File: src/rtl/seq_accum_adder.sv
// Multi-beat sequential accumulator: sums NUM_BEATS operand pairs, then holds the result until acknowledged.
// Optional build macro SEQ_ACCUM_ADDER_SAT_EN selects saturating (clamp to all-ones) instead of wrapping results.
module seq_accum_adder #(
    parameter int WIDTH     = 8,
    parameter int NUM_BEATS = 2
) (
    input  logic             clk,
    input  logic             reset,
    input  logic             start,
    input  logic             in_valid,
    output logic             in_ready,
    input  logic [WIDTH-1:0] input1,
    input  logic [WIDTH-1:0] input2,
    output logic [WIDTH-1:0] sum_out,
    output logic             overflow,
    output logic             done,
    input  logic             out_ack,
    output logic             busy
);
    localparam int CNT_W = $clog2(NUM_BEATS + 1);
    localparam logic [CNT_W-1:0] LAST_BEAT = CNT_W'(NUM_BEATS - 1);
    localparam logic [CNT_W-1:0] CNT_ONE   = CNT_W'(1);

    typedef enum logic [1:0] {
        ST_IDLE,
        ST_ACC,
        ST_DONE
    } state_t;

    state_t           state_reg;
    logic [WIDTH-1:0] acc_reg;
    logic [WIDTH-1:0] acc_next;
    logic [WIDTH-1:0] sum_reg;
    logic [CNT_W-1:0] cnt_reg;
    logic             ovf_reg;
    logic             ovf_next;
    logic             ovf_out_reg;
    logic             done_reg;
    logic             in_ready_reg;
    logic             busy_reg;
    logic [WIDTH+1:0] sum_wide;
    logic             beat_accept;

    // Two guard bits hold the carry of acc + a + b; any of them set means the true sum left range.
    always_comb begin
        sum_wide = {2'b00, acc_reg} + {2'b00, input1} + {2'b00, input2};
        ovf_next = ovf_reg | (|sum_wide[WIDTH+1:WIDTH]);
`ifdef SEQ_ACCUM_ADDER_SAT_EN
        acc_next = ovf_next ? {WIDTH{1'b1}} : sum_wide[WIDTH-1:0];
`else
        acc_next = sum_wide[WIDTH-1:0];
`endif
    end

    assign beat_accept = in_valid && in_ready_reg;

    always_ff @(posedge clk or negedge reset) begin
        if (!reset) begin
            state_reg    <= ST_IDLE;
            acc_reg      <= '0;
            cnt_reg      <= '0;
            ovf_reg      <= 1'b0;
            sum_reg      <= '0;
            ovf_out_reg  <= 1'b0;
            done_reg     <= 1'b0;
            in_ready_reg <= 1'b0;
            busy_reg     <= 1'b0;
        end else begin
            case (state_reg)
                ST_IDLE: begin
                    if (start) begin
                        state_reg    <= ST_ACC;
                        acc_reg      <= '0;
                        cnt_reg      <= '0;
                        ovf_reg      <= 1'b0;
                        in_ready_reg <= 1'b1;
                        busy_reg     <= 1'b1;
                    end
                end
                ST_ACC: begin
                    if (beat_accept) begin
                        acc_reg <= acc_next;
                        ovf_reg <= ovf_next;
                        cnt_reg <= cnt_reg + CNT_ONE;
                        // Result registers load from the post-add value on the final beat edge.
                        if (cnt_reg == LAST_BEAT) begin
                            state_reg    <= ST_DONE;
                            sum_reg      <= acc_next;
                            ovf_out_reg  <= ovf_next;
                            in_ready_reg <= 1'b0;
                            done_reg     <= 1'b1;
                        end
                    end
                end
                ST_DONE: begin
                    // start in the same cycle as out_ack is deliberately dropped.
                    if (out_ack) begin
                        state_reg <= ST_IDLE;
                        done_reg  <= 1'b0;
                        busy_reg  <= 1'b0;
                    end
                end
                default: begin
                    state_reg    <= ST_IDLE;
                    done_reg     <= 1'b0;
                    in_ready_reg <= 1'b0;
                    busy_reg     <= 1'b0;
                end
            endcase
        end
    end

    assign sum_out  = sum_reg;
    assign overflow = ovf_out_reg;
    assign done     = done_reg;
    assign in_ready = in_ready_reg;
    assign busy     = busy_reg;

endmodule
File: config.mk
export PLATFORM = sky130hd
export DESIGN_NAME = seq_accum_adder
export DESIGN_NICKNAME = d
export VERILOG_FILES = /design/src/rtl/seq_accum_adder.sv
export SDC_FILE = /design/constraint.sdc
export NUM_CORES = 1
export LEC_CHECK = 0
export CORE_MARGIN = 3
export CORE_UTILIZATION = 53
export DETAILED_ROUTE_END_ITERATION = 16
export GPL_TIMING_DRIVEN = 0
export PLACE_DENSITY = 0.81
export SLEW_MARGIN = 20
export SYNTH_ARGS = -nofsm -noshare
export SYNTH_HDL_FRONTEND = slang
export SYNTH_SLANG_ARGS = --single-unit
File: constraint.sdc
create_clock -name clk -period 4.3 [get_ports clk]
set_input_delay 0.86 -clock clk [delete_from_list [all_inputs] [get_ports clk]]
set_output_delay 0.86 -clock clk [all_outputs]
set_load 0.02 [all_outputs]
==> results of run 1 <==
-- through the flow --
stage          power (mW)  cells  setup WS [ns]  area [sq um]  util [%]
6_report            1.306    199          1.164          1854     72.22
4_1_cts             1.313    199          1.169          1859     72.42
5_1_grt             1.418    199          1.046          1854     72.22
2_1_floorplan      0.9512    133          1.457          1475         -
3_3_place_gp        1.175    195         0.8855          1833     71.39
3_5_place_dp        1.201    195         0.8308          1833     71.39
-- logic make-up (layout without fill, tap and decap cells) --
logic type               Yosys count  in the layout
AO/OA/AOI/OAI                     34             34
AND/OR/NAND/NOR                   30             30
flip-flops                        25             25
adder cells (fa/ha/maj)           17             17
buffers and inverters             16             52
multiplexers                       6              6
XOR/XNOR                           5              5
-- cell usage in the layout, fill, tap and decap left out, drive strengths merged, types with 2 or more instances in the layout --
| cell | netlist | layout |
|---|---|---|
| nand3 | 2 | 2 |
| a21o | 2 | 2 |
| xor2 | 2 | 2 |
| nor2b | 3 | 3 |
| xnor2 | 3 | 3 |
| dfrtp | 25 | 25 |
| clkdlybuf4s50 | 0 | 31 |
| o21ai | 11 | 11 |
| mux2 | 6 | 6 |
| a21oi | 7 | 7 |
| ha | 8 | 8 |
| fa | 9 | 9 |
| nand2 | 13 | 13 |
| nor2 | 8 | 8 |
| a22o | 6 | 6 |
| clkbuf | 1 | 5 |
| inv | 13 | 13 |
| buf | 2 | 3 |
| nor3 | 2 | 2 |
-- metal layers --
| metal | GRT usage, % | vias to the layer above | wire length, um |
|---|---|---|---|
| met5 | 0 | - | 0 |
| met4 | 5.502 | 0 | 26 |
| met3 | 3.289 | 6 | 157 |
| met2 | 34.07 | 38 | 1523 |
| met1 | 23.23 | 528 | 1270 |
| li1 | - | 529 | - |
-- cell type report --
class	count	area share, %
Inverter	13	2.632
Clock buffer	4	1.417
Multi-Input combinational cell	92	41.77
Sequential cell	25	33.74
Buffer	3	1.417
Timing Repair Buffer	32	17.00
Tap cell	30	2.024
-- cell usage after synthesis, drive strengths merged (3+ instances only) --
cell	count	share of area, %
a21oi	7	2.4
a22o	6	3.6
dfrtp	25	42
fa	9	12
ha	8	6.8
inv	13	3.3
mux2	6	5.9
nand2	13	3.8
nor2	8	2.0
nor2b	3	1.4
o21ai	11	3.7
xnor2	3	1.8
-- worst max-delay path: stages --
cell and delay, ns:
clkdlybuf4s50_1 0.43, fa_1 0.56, ha_1 0.19, inv_1 0.06, fa_1 0.40, nor2b_1 0.20, o31ai_2 0.10, a21oi_1 0.16
xor2_1 0.11, mux2_4 0.28
-- power breakdown --
group | switching (mW) | internal [mW]
sequential | 0.0704 | 0.340
clock | 0.0658 | 0.0361
combinational | 0.405 | 0.389
-- worst paths after layout --
path / endpoint / start / cells after the start / slack (ns)
worst max-delay path: sum_out[7] / input1[1] / 10 / 1.16
worst min-delay path: sum_out[2] / sum_out[2] / 2 / 0.50
worst max register to register: sum_out[7] / acc_reg[1] / 9 / 1.78
worst min register to register: sum_out[2] / sum_out[2] / 2 / 0.50
max in group asynchronous: acc_reg[2] / reset / 1 / 3.40
min in group asynchronous: sum_out[2] / reset / 1 / 0.53
==> results.json, run 1 <==
{
  "status": "completed",
  "max_freq_ghz": 0.3189,
  "path_max_fanout": 3,
  "synth_edf_count": 0,
  "period_needed_ns": 3.136,
  "antenna_found_initial": 0,
  "vias": 1101,
  "final.setup_skew_ns": 0.004442,
  "async_flop_share_pct": 100.0,
  "synth_nets": 171,
  "cp.arrival_ns": 3.34,
  "area_growth_pct": 25.70,
  "synthXorXnorAreaFrac_pct": 2.969,
  "fin_crit_sh_pct": 72.92,
  "synth_fa_ha_area_share_pct": 19.00,
  "grt.overflow.total": 0,
  "netlist_area_sq_um": 1475,
  "clockBufferDepth": 2,
  "dr.pass1.iters": 4,
  "rsz0062_at_grt": "no",
  "crit_type": "in -> reg",
  "avgRoutedWirePerCell_um": 14.96,
  "leakage_nw": 0.8741,
  "numClockSinks": 25,
  "finalWeightedCongestion": 0.7802,
  "yosysUniqueCellTypes": 31,
  "core_area_sq_um": 2567,
  "ir_drop_uv": 437.3,
  "numCtsBuffers": 3,
  "n_fill_cell": 197,
  "vias_per_cell": 5.533,
  "nets": 208,
  "muxShareOfSynthArea_pct": 5.852,
  "track_usage_pct": 19.00,
  "drtAntennaViolNets": 0,
  "antenna_cells": 0,
  "cp-start-kind": "input pin",
  "worstSkewPairLatency_ns": 0.31,
  "powerDensity_nw_per_um2": 704.1,
  "hold_ws_ns": 0.4957,
  "grt_pass1_vias": 1174,
  "placementRows": 18,
  "synth_simple_gate_area_share_pct": 9.500,
  "cts-htree-levels": 1,
  "syn_avg_cell_area_sq_um": 11.09,
  "ios": 33,
  "dp_hpwl_um": 2308,
  "die_area_sq_um": 3452,
  "cts_setup_buffers": 0,
  "timing_hold_violations_final": 0,
  "cap_violations": 0,
  "wirelength_um": 2977,
  "numPortBuffers": 32,
  "tritoncts": "yes",
  "hold_buffers": 0,
  "synthFlopType": "dfrtp_1",
  "synth_top_family_by_area": "adder cells",
  "cts_resized": 0,
  "setup_viol": 0,
  "maxSlewViolCount": 0,
  "cts-root-buf": "clkbuf_4",
  "synth_compound_area_share_pct": 15.18,
  "drt_iter0_drc": 50,
  "die_x_um": 58.76,
  "worst_pin_slew_ns": 0.5696,
  "start_util_pct": 57.46,
  "relSlewSlack_pct": 62.03,
  "worst_setup_path_end_kind": "register",
  "fp.dieH_um": 58.76,
  "layout-drive-gt1-share_pct": 8.876,
  "yosysWarnings": 0,
  "fin_tns_setup_ns": 0,
  "grt_pass1_wl_um": 5112,
  "yosys_register_bits": 25,
  "hold_path_class": "reg -> reg",
  "ys_seq_area_share_pct": 42.41,
  "drc_errors": 0,
  "seq_area_sq_um": 625.6,
  "grt_max_degree": 26,
  "synth_cells": 133,
  "clkTransAtPathRegs_ns": 0.13,
  "multi_input_area_sq_um": 774.5,
  "crit_required_ns": 4.51
}
Note: power is estimated with default switching activity, not from simulation.
==> inputs of run 2 (changes only) <==
--- a/config.mk
+++ b/config.mk
@@ -6,10 +6,10 @@
 export NUM_CORES = 1
 export LEC_CHECK = 0
 export CORE_MARGIN = 3
-export CORE_UTILIZATION = 53
+export CORE_UTILIZATION = 45
 export DETAILED_ROUTE_END_ITERATION = 16
 export GPL_TIMING_DRIVEN = 0
-export PLACE_DENSITY = 0.81
+export PLACE_DENSITY = 0.73
 export SLEW_MARGIN = 20
 export SYNTH_ARGS = -nofsm -noshare
 export SYNTH_HDL_FRONTEND = slang
==> constraint.sdc (replaced) <==
create_clock -name clk -period 2.8 [get_ports clk]
set_input_delay 0.56 -clock clk [delete_from_list [all_inputs] [get_ports clk]]
set_output_delay 0.56 -clock clk [all_outputs]
set_load 0.02 [all_outputs]
==> results.json, run 2 (synthesized netlist as in run 1, its figures left out) <==
{
  "hold_ws_ns": 0.2082,
  "dp_hpwl_um": 2193,
  "placementRows": 20,
  "powerDensity_nw_per_um2": 1080,
  "setup_viol": 0,
  "regToRegSetupSlack_ns": 0.40,
  "tritoncts": "yes",
  "slowest_stage": "fa_1",
  "cp-start-kind": "input pin",
  "max_freq_ghz": 0.3680,
  "area_growth_pct": 28.58,
  "cts-root-buf": "clkbuf_4",
  "status": "completed",
  "wirelength_um": 2847,
  "path_cells": "clkdlybuf4s50_1, fa_1, ha_2, inv_1, fa_2, nor2b_4, o31ai_4, a21oi_2, xor2_1, mux2_4",
  "relSlewSlack_pct": 63.25,
  "grt_max_degree": 26,
  "crit_required_ns": 3.02,
  "reg2reg_from": "acc_reg[1]",
  "clockBufferDepth": 2,
  "vias": 1093,
  "fp.dieH_um": 63.26,
  "cp.arrival_ns": 2.93,
  "period_needed_ns": 2.717,
  "die_x_um": 63.26,
  "cts-htree-levels": 1,
  "crit_type": "in -> reg",
  "hold_buffers": 0,
  "leakage_nw": 0.8781,
  "finalWeightedCongestion": 0.8329,
  "start_util_pct": 47.93,
  "final_cell_area_sq_um": 1897,
  "antenna_found_initial": 0,
  "cts_setup_buffers": 0,
  "fin_crit_sh_pct": 97.04,
  "regToRegEndpoint": "sum_out[7]",
  "nets": 208,
  "final.setup_skew_ns": 0.001625,
  "layout-drive-gt1-share_pct": 11.24,
  "seq_area_sq_um": 625.6,
  "grt.overflow.total": 0,
  "ir_drop_uv": 472.1,
  "antenna_cells": 0,
  "maxSlewViolCount": 0,
  "rsz0062_at_grt": "no",
  "reg2regPathDepth": 9,
  "path_max_fanout": 3,
  "dpl_cell_area_sq_um": 1846,
  "worstSkewPairLatency_ns": 0.31,
  "cap_violations": 0,
  "avgRoutedWirePerCell_um": 13.37,
  "grt_pass1_vias": 1122,
  "n_fill_cell": 265,
  "drt_iter0_drc": 60,
  "numPortBuffers": 32,
  "numClockSinks": 25,
  "slowest_delay_ns": 0.56,
  "track_usage_pct": 15.68,
  "multi_input_area_sq_um": 799.5,
  "final_common_cell": "clkdlybuf4s50_1",
  "die_area_sq_um": 4001,
  "worst_pin_slew_ns": 0.5512,
  "drc_errors": 0,
  "dr.pass1.iters": 4,
  "vias_per_cell": 5.131,
  "grt_pass1_wl_um": 5050,
  "worst_setup_path_end_kind": "register",
  "ios": 33,
  "timing_hold_violations_final": 0,
  "final_cell_mix": "clkdlybuf4s50_1 (31), dfrtp_1 (25), inv_1 (13)",
  "numCtsBuffers": 3,
  "drtAntennaViolNets": 0,
  "core_area_sq_um": 3078,
  "hold_path_class": "in -> async",
  "clkTransAtPathRegs_ns": 0.13
}
-- run 2: final cells by class --
cell class | count | area share [%]
tap | 44 | 2.902
clock buffer | 4 | 1.385
inverter | 13 | 2.573
buffer | 3 | 1.385
sequential | 25 | 32.98
timing repair buffer | 32 | 16.62
multi-input combinational | 92 | 42.15
-- run 2: repair_timing --
action | CTS | global route
endpoints found under the setup margin | 2 | 3
pin swaps | 1 | 1
resized for setup | 2 | 4
-- run 2: worst max-delay path by stage --
stage,from,cells past startpoint,endpoint
floorplan,input1[1],9,sum_out[7]
global placement,input1[1],10,sum_out[7]
detailed placement,input1[1],10,sum_out[7]
CTS,input1[1],10,sum_out[7]
global route,input1[1],10,overflow
finish,input1[1],10,sum_out[7]
-- run 2: stage by stage --
stage          instances  utilization (%)  power (mW)  setup slack [ns]  setup TNS (ns)
2_1_floorplan        133                -       1.461            0.2569               0
5_1_grt              213            61.63       2.225          0.003398               0
4_1_cts              213            60.98       2.026           0.03158               0
3_3_place_gp         209            60.12       1.808           -0.3238          -1.432
6_report             213            61.63       2.048           0.08276               0
3_5_place_dp         209            59.96       1.843           -0.3727          -1.692
-- run 2: critical path: cells and delay by family --
family	cells	cell delay, ns
muxes	1	0.27
xor gates and xnor gates	1	0.10
buffers and inverters	2	0.48
and+or+nand+nor	1	0.16
AOI/OAI and AO/OA	2	0.23
adders and majority gates	3	1.13
-- run 2: metal layers --
metal | vias up | track usage (%) | part of all wire (%)
li1 | 529 | - | -
met3 | 2 | 3.209 | 5.5
met1 | 530 | 20.69 | 45
met4 | 0 | 3.235 | 0.35
met5 | - | 0 | 0
met2 | 32 | 26.75 | 49
-- run 2: power by group --
| group | switching [mW] | internal [mW] |
|---|---|---|
| clock network | 0.106 | 0.0557 |
| logic | 0.638 | 0.621 |
| registers | 0.107 | 0.521 |
==> inputs of run 3 (changes only) <==
--- a/config.mk
+++ b/config.mk
@@ -7,6 +7,7 @@
 export LEC_CHECK = 0
 export CORE_MARGIN = 3
 export CORE_UTILIZATION = 45
+export CTS_CLUSTER_SIZE = 20
 export DETAILED_ROUTE_END_ITERATION = 16
 export GPL_TIMING_DRIVEN = 0
 export PLACE_DENSITY = 0.73
==> results of run 3 <==
No change in the layout: final DEF, timing and power equal those of run 2.
